===== src/rtl/eq_stream_miter.sv =====
// ---------------------------------------------------------------------------
// eq_stream_miter
//
// Miter controller that checks two stream-producing models for equivalence.
// Model A is the high-level ILA and model B is the detailed ILA. Each model is
// advanced by a step enable. Each model's output beats go into their own FIFO,
// so A and B may emit a given beat on different cycles. The two FIFO heads are
// compared pairwise and in order. A phase FSM reports PASS, FAIL (data or
// length mismatch) or TIMEOUT.
//
// Parameters:
//   DATA_W  beat width
//   DEPTH   per-side FIFO depth in beats (power of two, >= 2)
//   CNT_W   width of the cycle and match counters
//   BOUND   RUN-phase cycle budget before TIMEOUT (1 <= BOUND < 2^CNT_W)
//
// Ports:
//   clk, rst                 clock, asynchronous active-high reset
//   start                    arm / re-arm pulse (honoured in IDLE and terminal phases)
//   a_complete, b_complete   model finished indications
//   a_tdata/a_tvalid/a_tready
//   b_tdata/b_tvalid/b_tready  per-side beat handshakes into the FIFOs
//   a_step, b_step           step enables to the models
//   phase                    0 IDLE, 1 RUN, 2 DRAIN, 3 PASS, 4 FAIL, 5 TIMEOUT
//   mismatch                 sticky, data or length mismatch seen
//   len_err                  sticky, FAIL caused by unequal beat counts
//   fail_a, fail_b           FIFO heads captured at the data mismatch
//   matched                  beats compared equal (saturating)
//   cycles                   cycles spent in RUN (saturating at BOUND)
// ---------------------------------------------------------------------------
module eq_stream_miter #(
   parameter int DATA_W = 8,
   parameter int DEPTH  = 4,
   parameter int CNT_W  = 16,
   parameter int BOUND  = 15
) (
   input  logic              clk,
   input  logic              rst,
   input  logic              start,
   input  logic              a_complete,
   input  logic              b_complete,
   input  logic [DATA_W-1:0] a_tdata,
   input  logic              a_tvalid,
   output logic              a_tready,
   input  logic [DATA_W-1:0] b_tdata,
   input  logic              b_tvalid,
   output logic              b_tready,
   output logic              a_step,
   output logic              b_step,
   output logic [2:0]        phase,
   output logic              mismatch,
   output logic              len_err,
   output logic [DATA_W-1:0] fail_a,
   output logic [DATA_W-1:0] fail_b,
   output logic [CNT_W-1:0]  matched,
   output logic [CNT_W-1:0]  cycles
);

   localparam int AW = $clog2(DEPTH);
   localparam logic [AW:0]      OCC_FULL = (AW+1)'(DEPTH);
   localparam logic [CNT_W-1:0] BOUND_C  = CNT_W'(BOUND);
   localparam logic [CNT_W-1:0] BOUND_M1 = CNT_W'(BOUND - 1);
   localparam logic [CNT_W-1:0] CNT_MAX  = {CNT_W{1'b1}};

   typedef enum logic [2:0] {
      PH_IDLE    = 3'd0,
      PH_RUN     = 3'd1,
      PH_DRAIN   = 3'd2,
      PH_PASS    = 3'd3,
      PH_FAIL    = 3'd4,
      PH_TIMEOUT = 3'd5
   } phase_t;

   function automatic logic [CNT_W-1:0] sat_inc(input logic [CNT_W-1:0] v,
                                                 input logic [CNT_W-1:0] lim);
      return (v >= lim) ? v : v + 1'b1;
   endfunction

   phase_t state_q, state_d;

   logic [DATA_W-1:0] mem_a [DEPTH];
   logic [DATA_W-1:0] mem_b [DEPTH];
   logic [AW-1:0]     wr_a, rd_a, wr_b, rd_b;
   logic [AW:0]       occ_a, occ_b;

   logic              active, arm;
   logic              a_full, b_full, a_empty, b_empty;
   logic              push_a, push_b;
   logic              len_fail;

   // Stage p0: FIFO heads presented to the comparator
   logic [DATA_W-1:0] head_a_p0, head_b_p0;
   logic              vld_p0, ne_p0, data_miss_p0;

   assign active  = (state_q == PH_RUN) || (state_q == PH_DRAIN);
   // start is ignored while RUN/DRAIN; any other phase re-arms with a full clear
   assign arm     = start && !active;

   assign a_full  = (occ_a == OCC_FULL);
   assign b_full  = (occ_b == OCC_FULL);
   assign a_empty = (occ_a == '0);
   assign b_empty = (occ_b == '0);

   assign a_tready = active && !a_full;
   assign b_tready = active && !b_full;
   assign push_a   = a_tvalid && a_tready;
   assign push_b   = b_tvalid && b_tready;

   // The faster model stalls while its FIFO is full
   assign a_step = (state_q == PH_RUN) && !a_complete && !a_full;
   assign b_step = (state_q == PH_RUN) && !b_complete && !b_full;

   assign head_a_p0    = mem_a[rd_a];
   assign head_b_p0    = mem_b[rd_b];
   assign vld_p0       = active && !a_empty && !b_empty;
   assign ne_p0        = (head_a_p0 != head_b_p0);
   assign data_miss_p0 = vld_p0 && ne_p0;

   assign phase = state_q;

   always_ff @(posedge clk or posedge rst) begin
      if (rst) state_q <= PH_IDLE;
      else     state_q <= state_d;
   end

   // Priority within a phase: data mismatch, then completion, then timeout
   always_comb begin
      state_d  = state_q;
      len_fail = 1'b0;
      case (state_q)
         PH_IDLE, PH_PASS, PH_FAIL, PH_TIMEOUT: begin
            if (start) state_d = PH_RUN;
         end
         PH_RUN: begin
            if (data_miss_p0)                  state_d = PH_FAIL;
            else if (a_complete && b_complete) state_d = PH_DRAIN;
            else if (cycles == BOUND_M1)       state_d = PH_TIMEOUT;
         end
         PH_DRAIN: begin
            if (data_miss_p0) begin
               state_d = PH_FAIL;
            end else if (a_empty && b_empty) begin
               state_d = PH_PASS;
            end else if ((a_empty != b_empty) && !push_a && !push_b) begin
               // One side has leftover beats that can never be paired
               state_d  = PH_FAIL;
               len_fail = 1'b1;
            end
         end
         default: state_d = PH_IDLE;
      endcase
   end

   // FIFO storage carries no reset; validity is tracked by the pointers
   always_ff @(posedge clk) begin
      if (push_a) mem_a[wr_a] <= a_tdata;
      if (push_b) mem_b[wr_b] <= b_tdata;
   end

   always_ff @(posedge clk or posedge rst) begin
      if (rst) begin
         wr_a  <= '0;
         rd_a  <= '0;
         occ_a <= '0;
         wr_b  <= '0;
         rd_b  <= '0;
         occ_b <= '0;
      end else if (arm) begin
         wr_a  <= '0;
         rd_a  <= '0;
         occ_a <= '0;
         wr_b  <= '0;
         rd_b  <= '0;
         occ_b <= '0;
      end else begin
         if (push_a) wr_a <= wr_a + 1'b1;
         if (push_b) wr_b <= wr_b + 1'b1;
         if (vld_p0) begin
            rd_a <= rd_a + 1'b1;
            rd_b <= rd_b + 1'b1;
         end
         // Simultaneous push and pop leaves occupancy unchanged
         case ({push_a, vld_p0})
            2'b10:   occ_a <= occ_a + 1'b1;
            2'b01:   occ_a <= occ_a - 1'b1;
            default: occ_a <= occ_a;
         endcase
         case ({push_b, vld_p0})
            2'b10:   occ_b <= occ_b + 1'b1;
            2'b01:   occ_b <= occ_b - 1'b1;
            default: occ_b <= occ_b;
         endcase
      end
   end

   // Stage p1: registered comparison results and counters
   always_ff @(posedge clk or posedge rst) begin
      if (rst) begin
         matched  <= '0;
         cycles   <= '0;
         mismatch <= 1'b0;
         len_err  <= 1'b0;
         fail_a   <= '0;
         fail_b   <= '0;
      end else if (arm) begin
         matched  <= '0;
         cycles   <= '0;
         mismatch <= 1'b0;
         len_err  <= 1'b0;
         fail_a   <= '0;
         fail_b   <= '0;
      end else begin
         if (state_q == PH_RUN) cycles <= sat_inc(cycles, BOUND_C);
         if (vld_p0 && !ne_p0)  matched <= sat_inc(matched, CNT_MAX);
         if (data_miss_p0) begin
            mismatch <= 1'b1;
            fail_a   <= head_a_p0;
            fail_b   <= head_b_p0;
         end
         if (len_fail) begin
            mismatch <= 1'b1;
            len_err  <= 1'b1;
         end
      end
   end

endmodule


===== config.mk =====
export PLATFORM = sky130hd
export DESIGN_NAME = eq_stream_miter
export DESIGN_NICKNAME = d
export VERILOG_FILES = /design/src/rtl/eq_stream_miter.sv
export SDC_FILE = /design/constraint.sdc
export NUM_CORES = 1
export LEC_CHECK = 0
export BUFFER_PORTS_ARGS = -buffer_cell sky130_fd_sc_hd__clkbuf_2
export CORE_ASPECT_RATIO = 1.5
export CORE_UTILIZATION = 52
export CTS_CLUSTER_DIAMETER = 50
export DETAILED_ROUTE_END_ITERATION = 16
export PLACE_DENSITY_LB_ADDON = 0.2
export SLEW_MARGIN = 20
export SYNTH_ARGS = -nofsm -noshare
export SYNTH_HDL_FRONTEND = slang
export SYNTH_SLANG_ARGS = --single-unit

===== constraint.sdc =====
create_clock -name clk -period 4.15 [get_ports clk]
set_clock_uncertainty 0.2 [all_clocks]
set_input_delay 0.415 -clock clk [delete_from_list [all_inputs] [get_ports clk]]
set_output_delay 0.415 -clock clk [all_outputs]
set_load 0.01 [all_outputs]

Word-level counts from Yosys, hierarchy flattened --
Memory sizes are Yosys's and may differ from the RTL's. Cells that the tools add are included.
Word-level totals: bits in registers 67, bits in writable memories 64, bits of input ports 23, output and inout bits 57, word-level logic and storage cells 134, memories 2
Operators by class: add/subtract/negate cells 10, magnitude comparators 2, equal/unequal tests 19, multiplexer cells 43, reductions and logical operators 45
Memories:
- mem_a | words 4, width 8, rd ports 1, clocked after Yosys merged registers in 0, wr ports 1, RTL line 81 | logic [DATA_W-1:0] mem_a [DEPTH];
- mem_b | words 4, width 8, rd ports 1, clocked after Yosys merged registers in 0, wr ports 1, RTL line 82 | logic [DATA_W-1:0] mem_b [DEPTH];
Operators by type and width (number):
- $mux 16 | 6
- $add 16x1->16 const B | 2
- $mux 8 | 4
- $mux 3 | 9
- $logic_and 1x1->1 | 17
- $eq 16x4->1 const B | 1
- $ge 16x16->1 const B | 1
- $ge 16x4->1 const B | 1
- $mux 2 | 8
- $reduce_bool 2->1 | 7
- $mux 1 | 13
- $eq 3x3->1 const B | 4
- $pmux 3 s2 | 2
- $logic_not 1->1 | 10
- $logic_not 3->1 | 3
- $pmux 3 s3 | 1
- $reduce_bool 3->1 | 3
- $add 2x1->2 const B | 4
- $ne 4x2->1 const B | 2
- $ne 8x8->1 | 1
- $add 3x1->3 const B | 2
- $eq 3x2->1 const B | 2
- $ne 2x2->1 const B | 3
- $sub 3x1->3 const B | 2
- other kinds (8) | 11

Depth between registers and ports, before layout --
depth after elaboration 13, depth in mapped cells 11, depth with buffers taken out 9

Worst setup path before layout --
Ideal clock, no wire load.
path type reg-to-reg, start point register rd_b[0], end point register matched[14], setup time 120 ps, data arrival time 2502 ps, required time 3830 ps, slack 1328 ps, stages on the path, launching flop included 9, buffers on the path 2, clock period less this slack 2822 ps, cells stage by stage dfrtp_1 > buf_2 > mux4_2 > xnor2_1 > nand4_1 > or3_1 > clkbuf_2 > or4b_1 > o211a_1
On the way: cells in the longest elaborated chain, start to end 6
RTL lines:
- from (decl) | RTL line 83 | logic [AW-1:0] wr_a, rd_a, wr_b, rd_b;
- from (signal assigned) | RTL line 180 | rd_b <= rd_b + 1'b1;
- $mem_v2 4x8
- $ne 8x8->1 | RTL line 116 | assign ne_p0 = (head_a_p0 != head_b_p0);
- $logic_not 1->1 | RTL line 214 | if (vld_p0 && !ne_p0) matched <= sat_inc(matched, CNT_MAX);
- $logic_and 1x1->1 | RTL line 214
- $reduce_bool 2->1 (no line)
- $reduce_and 2->1 (no line)
- to (signal assigned) | RTL line 214
- to (decl) | RTL line 55 | output logic [CNT_W-1:0] matched,
No other way between the ends. A chain may end at the register's enable or synchronous reset.

Final worst setup path --
start point register rd_b[0], end point register matched[15]
Same word-level chain as after synthesis.

==> impl_results.md <==
* CTS buffer count at 17
* IO Count at 80
* Skew-Pair Late Insertion Delay at roughly 400 ps
* DRT iter0 DRCs at between 200 and 250
* CP startpoint kind: register
* HPWL after DPL at just under 9000 um
* Post-synth EDFFs at 64
* Layout area overhead at 20.2%
* Initial antenna violation count at 0
* Clock sinks at between 100 and 150
* Unrepaired setup endpoints after global routing: false
* Die Ht at between 100 and 150 um
* CTS tree: built
* Tmin final at approximately 3400 ps
* Crit path max-delay family: simple AND/OR/NAND/NOR gates
* Root buf cell: clkbuf_16
* Final setup violation count at 0
* Final slew viol count at 0
* Seq/Total Area, Yosys at about three fifths
* Setup TNS Final at 0 ps
* Core area at between 10,000 and 15,000 um2
* Max incr delay on CP at 690 ps
* Fraction of layout cells with a size suffix above 1 at between 20% and 30%
* # diodes at 0
* First-pass GRT wire length at 20,000 um
* IO buf count at 79
* Average size of a mapped cell at 12.6 um2
* Final std cells w/o fill at just over 700
* CP bufs+invs at 0
* Residual DRC count at 0
* Drt first pass iters at 5
* Synth async-reset ratio at between 50% and 60%
* Largest net degree at the start of global routing at 40
* Synthesized area at a little under 6000 um2
* Arrival @ worst endpoint at 3470 ps
* Max-cap check violation count at 0
* Critical Path RT at ~4300 ps
* Buffer levels on the longest clock path at 2
* Final period utilization at between 80 and 90%
* PD cells at approximately 700 nW/um2
* Syn Nets at roughly 500
* Worst vdd ir at 0.495 mV
* CP Cell Sequence: mux4_2, xnor2_1, nand4_1, or3_1, or4_1, a21oi_1
* Area contributors post-synth: edfxtp_1 (33%), dfrtp_1 (29%), mux4_2 (6.1%)
* CP endpoint kind: register
* Slew HR at between 40% and 50%
* Yosys top cell by area: edfxtp_1
* Worst-path clk slew at ~60 ps
* Initial Util at ~53%
* Synthesis Warnings at 0
* Slew @ Worst Pin at 826 ps
* Vias in the first global route at 3,988
* Nets at around 600
* Wire per inst at around 18 um
* Total gr overflow at 0
* Fin. Hold Viols at 0
* Avg Vias per Cell at roughly 5.7
* Hold WC Path Type: in -> reg
* Most used DFF post-synth: dfrtp_1
* Post-synthesis cell count at 467
* Leak pwr at ~3.0 nW
* Via Count at roughly 4,000
* Worst Path Max Fanout at 17
* Fmax at between 200 and 300 MHz
* Overall Global Routing Usage at 23.1%
* Chip width at between 80 and 90 um
* Row count at 47
* Placed Cells at ~670
* Antenna viol nets, final at 0
* H-tree depth at 4
* Register bit total from synthesis at ~130
* Die ar. at around 12,000 um2
* Critical path class: reg -> reg
* Slowest cell on crit path: dfrtp_1
* Outcome: completed
* Final wirelength at ~12,000 um
* GPL Wtd Cong at roughly 0.83
* Distinct cells, synth at 50
* Yosys top cell area share at 32.7%
[through the flow]
step | cell area (um2) | hold slack (ps) | utilization, % | setup WS (ps) | power, mW
CTS | 7050 | 0.492 | 64.1 | 762 | 4.98
global placement | 6410 | 275 | 58.3 | 901 | 3.37
detailed placement | 6410 | 283 | 58.3 | 784 | 3.44
finish | 7060 | 16.6 | 64.2 | 799 | 4.94
floorplan | 5870 | 248 | - | 1330 | 2.97
global route | 7060 | 12.6 | 64.2 | 591 | 5.23
[cell usage in the layout, fill, tap and decap left out, types with 3 or more instances in the layout]
cell type / n
xor2_1: 4
o31ai_1: 3
mux4_2: 16
xnor2_1: 16
and3_1: 3
dlygate4sd3_1: 4
nand3_1: 29
nand4_1: 7
nor4_1: 8
edfxtp_1: 64
inv_1: 27
clkinvlp_4: 3
nand2_1: 30
nand2b_1: 5
inv_6: 4
a21o_1: 3
and2_1: 22
o41ai_1: 3
o21ai_0: 26
a21oi_1: 7
buf_4: 5
nor2_1: 32
nor3_1: 8
bufinv_16: 3
clkbuf_2: 79
clkbuf_16: 17
mux2i_1: 12
dfrtp_1: 67
ha_1: 13
[state kept, by name, summed over array words and instances, names as in the netlist]
signal / cells
mem_a: 32
mem_b: 32
cycles: 16
matched: 16
fail_a: 8
fail_b: 8
occ_a: 3
occ_b: 3
phase: 3
rd_a: 2
rd_b: 2
wr_a: 2
wr_b: 2
len_err: 1
mismatch: 1
[what timing repair did]
| action | 4_1_cts | 5_1_grt |
|---|---|---|
| hold endpoints to repair | 46 | 4 |
| hold buffers | 3 | 1 |
| gates resized for setup | 0 | 0 |
| buffers inserted | 0 | 0 |
[final timing paths]
path	startpoint	to	slack [ps]	depth (start not counted)
setup / recovery	rd_b[0]	matched[15]	800	6
hold / removal	b_tdata[2]	mem_b[1][2]	20	1
setup reg to reg	rd_b[0]	matched[15]	800	6
hold reg to reg	occ_a[2]	occ_a[2]	300	1
max in group asynchronous	rst	fail_a[5]	2350	4
min in group asynchronous	rst	occ_a[0]	510	3
[logic make-up after synthesis]
family	share of synthesized area (%)
adder cells (fa/ha/maj)	3.45
multiplexers	8.18
XOR/XNOR	2.98
buffers and inverters	3.71
AND/OR/NAND/NOR	13.7
AO/OA/AOI/OAI	6.71
flip-flops	61.3
[power breakdown]
group          internal, mW  total (mW)  switching (mW)
Clock                 0.948        1.52           0.571
Combinational         0.675        1.58           0.902
Sequential             1.60        1.84           0.239
Total                  3.22        4.94            1.71
[worst reg2reg max path, cell delays in order (launching register included)]
cell and delay [ps]:
dfrtp_1 690, mux4_2 630, xnor2_1 190, nand4_1 190, or3_1 600, or4_1 590
a21oi_1 170
[cell type report]
| class | count | area, um2 |
|---|---|---|
| Sequential cell | 131 | 3600 |
| Timing Repair Buffer | 89 | 493 |
| Tap cell | 147 | 184 |
| Clock buffer | 17 | 425 |
| Multi-Input combinational cell | 282 | 2070 |
| Fill cell | 833 | 3940 |
| Clock inverter | 15 | 179 |
| Inverter | 28 | 105 |
[per-layer routing]
layer  share of wire (%)  track usage, %
met2                  51            37.0
met1                  41            28.7
met3                 4.7            6.14
met4                 2.8            11.1
met5                   0               0
[cell usage after synthesis (8+ instances only)]
master,number
dfrtp_1,67
edfxtp_1,64
nor2_1,32
nand2_1,30
nand3_1,29
inv_1,28
o21ai_0,27
and2_1,22
mux4_2,16
xnor2_1,16
clkbuf_1,14
ha_1,13
mux2i_1,12
nor3_1,8
nor4_1,8
No activity file was read; power rests on OpenSTA's default activity.
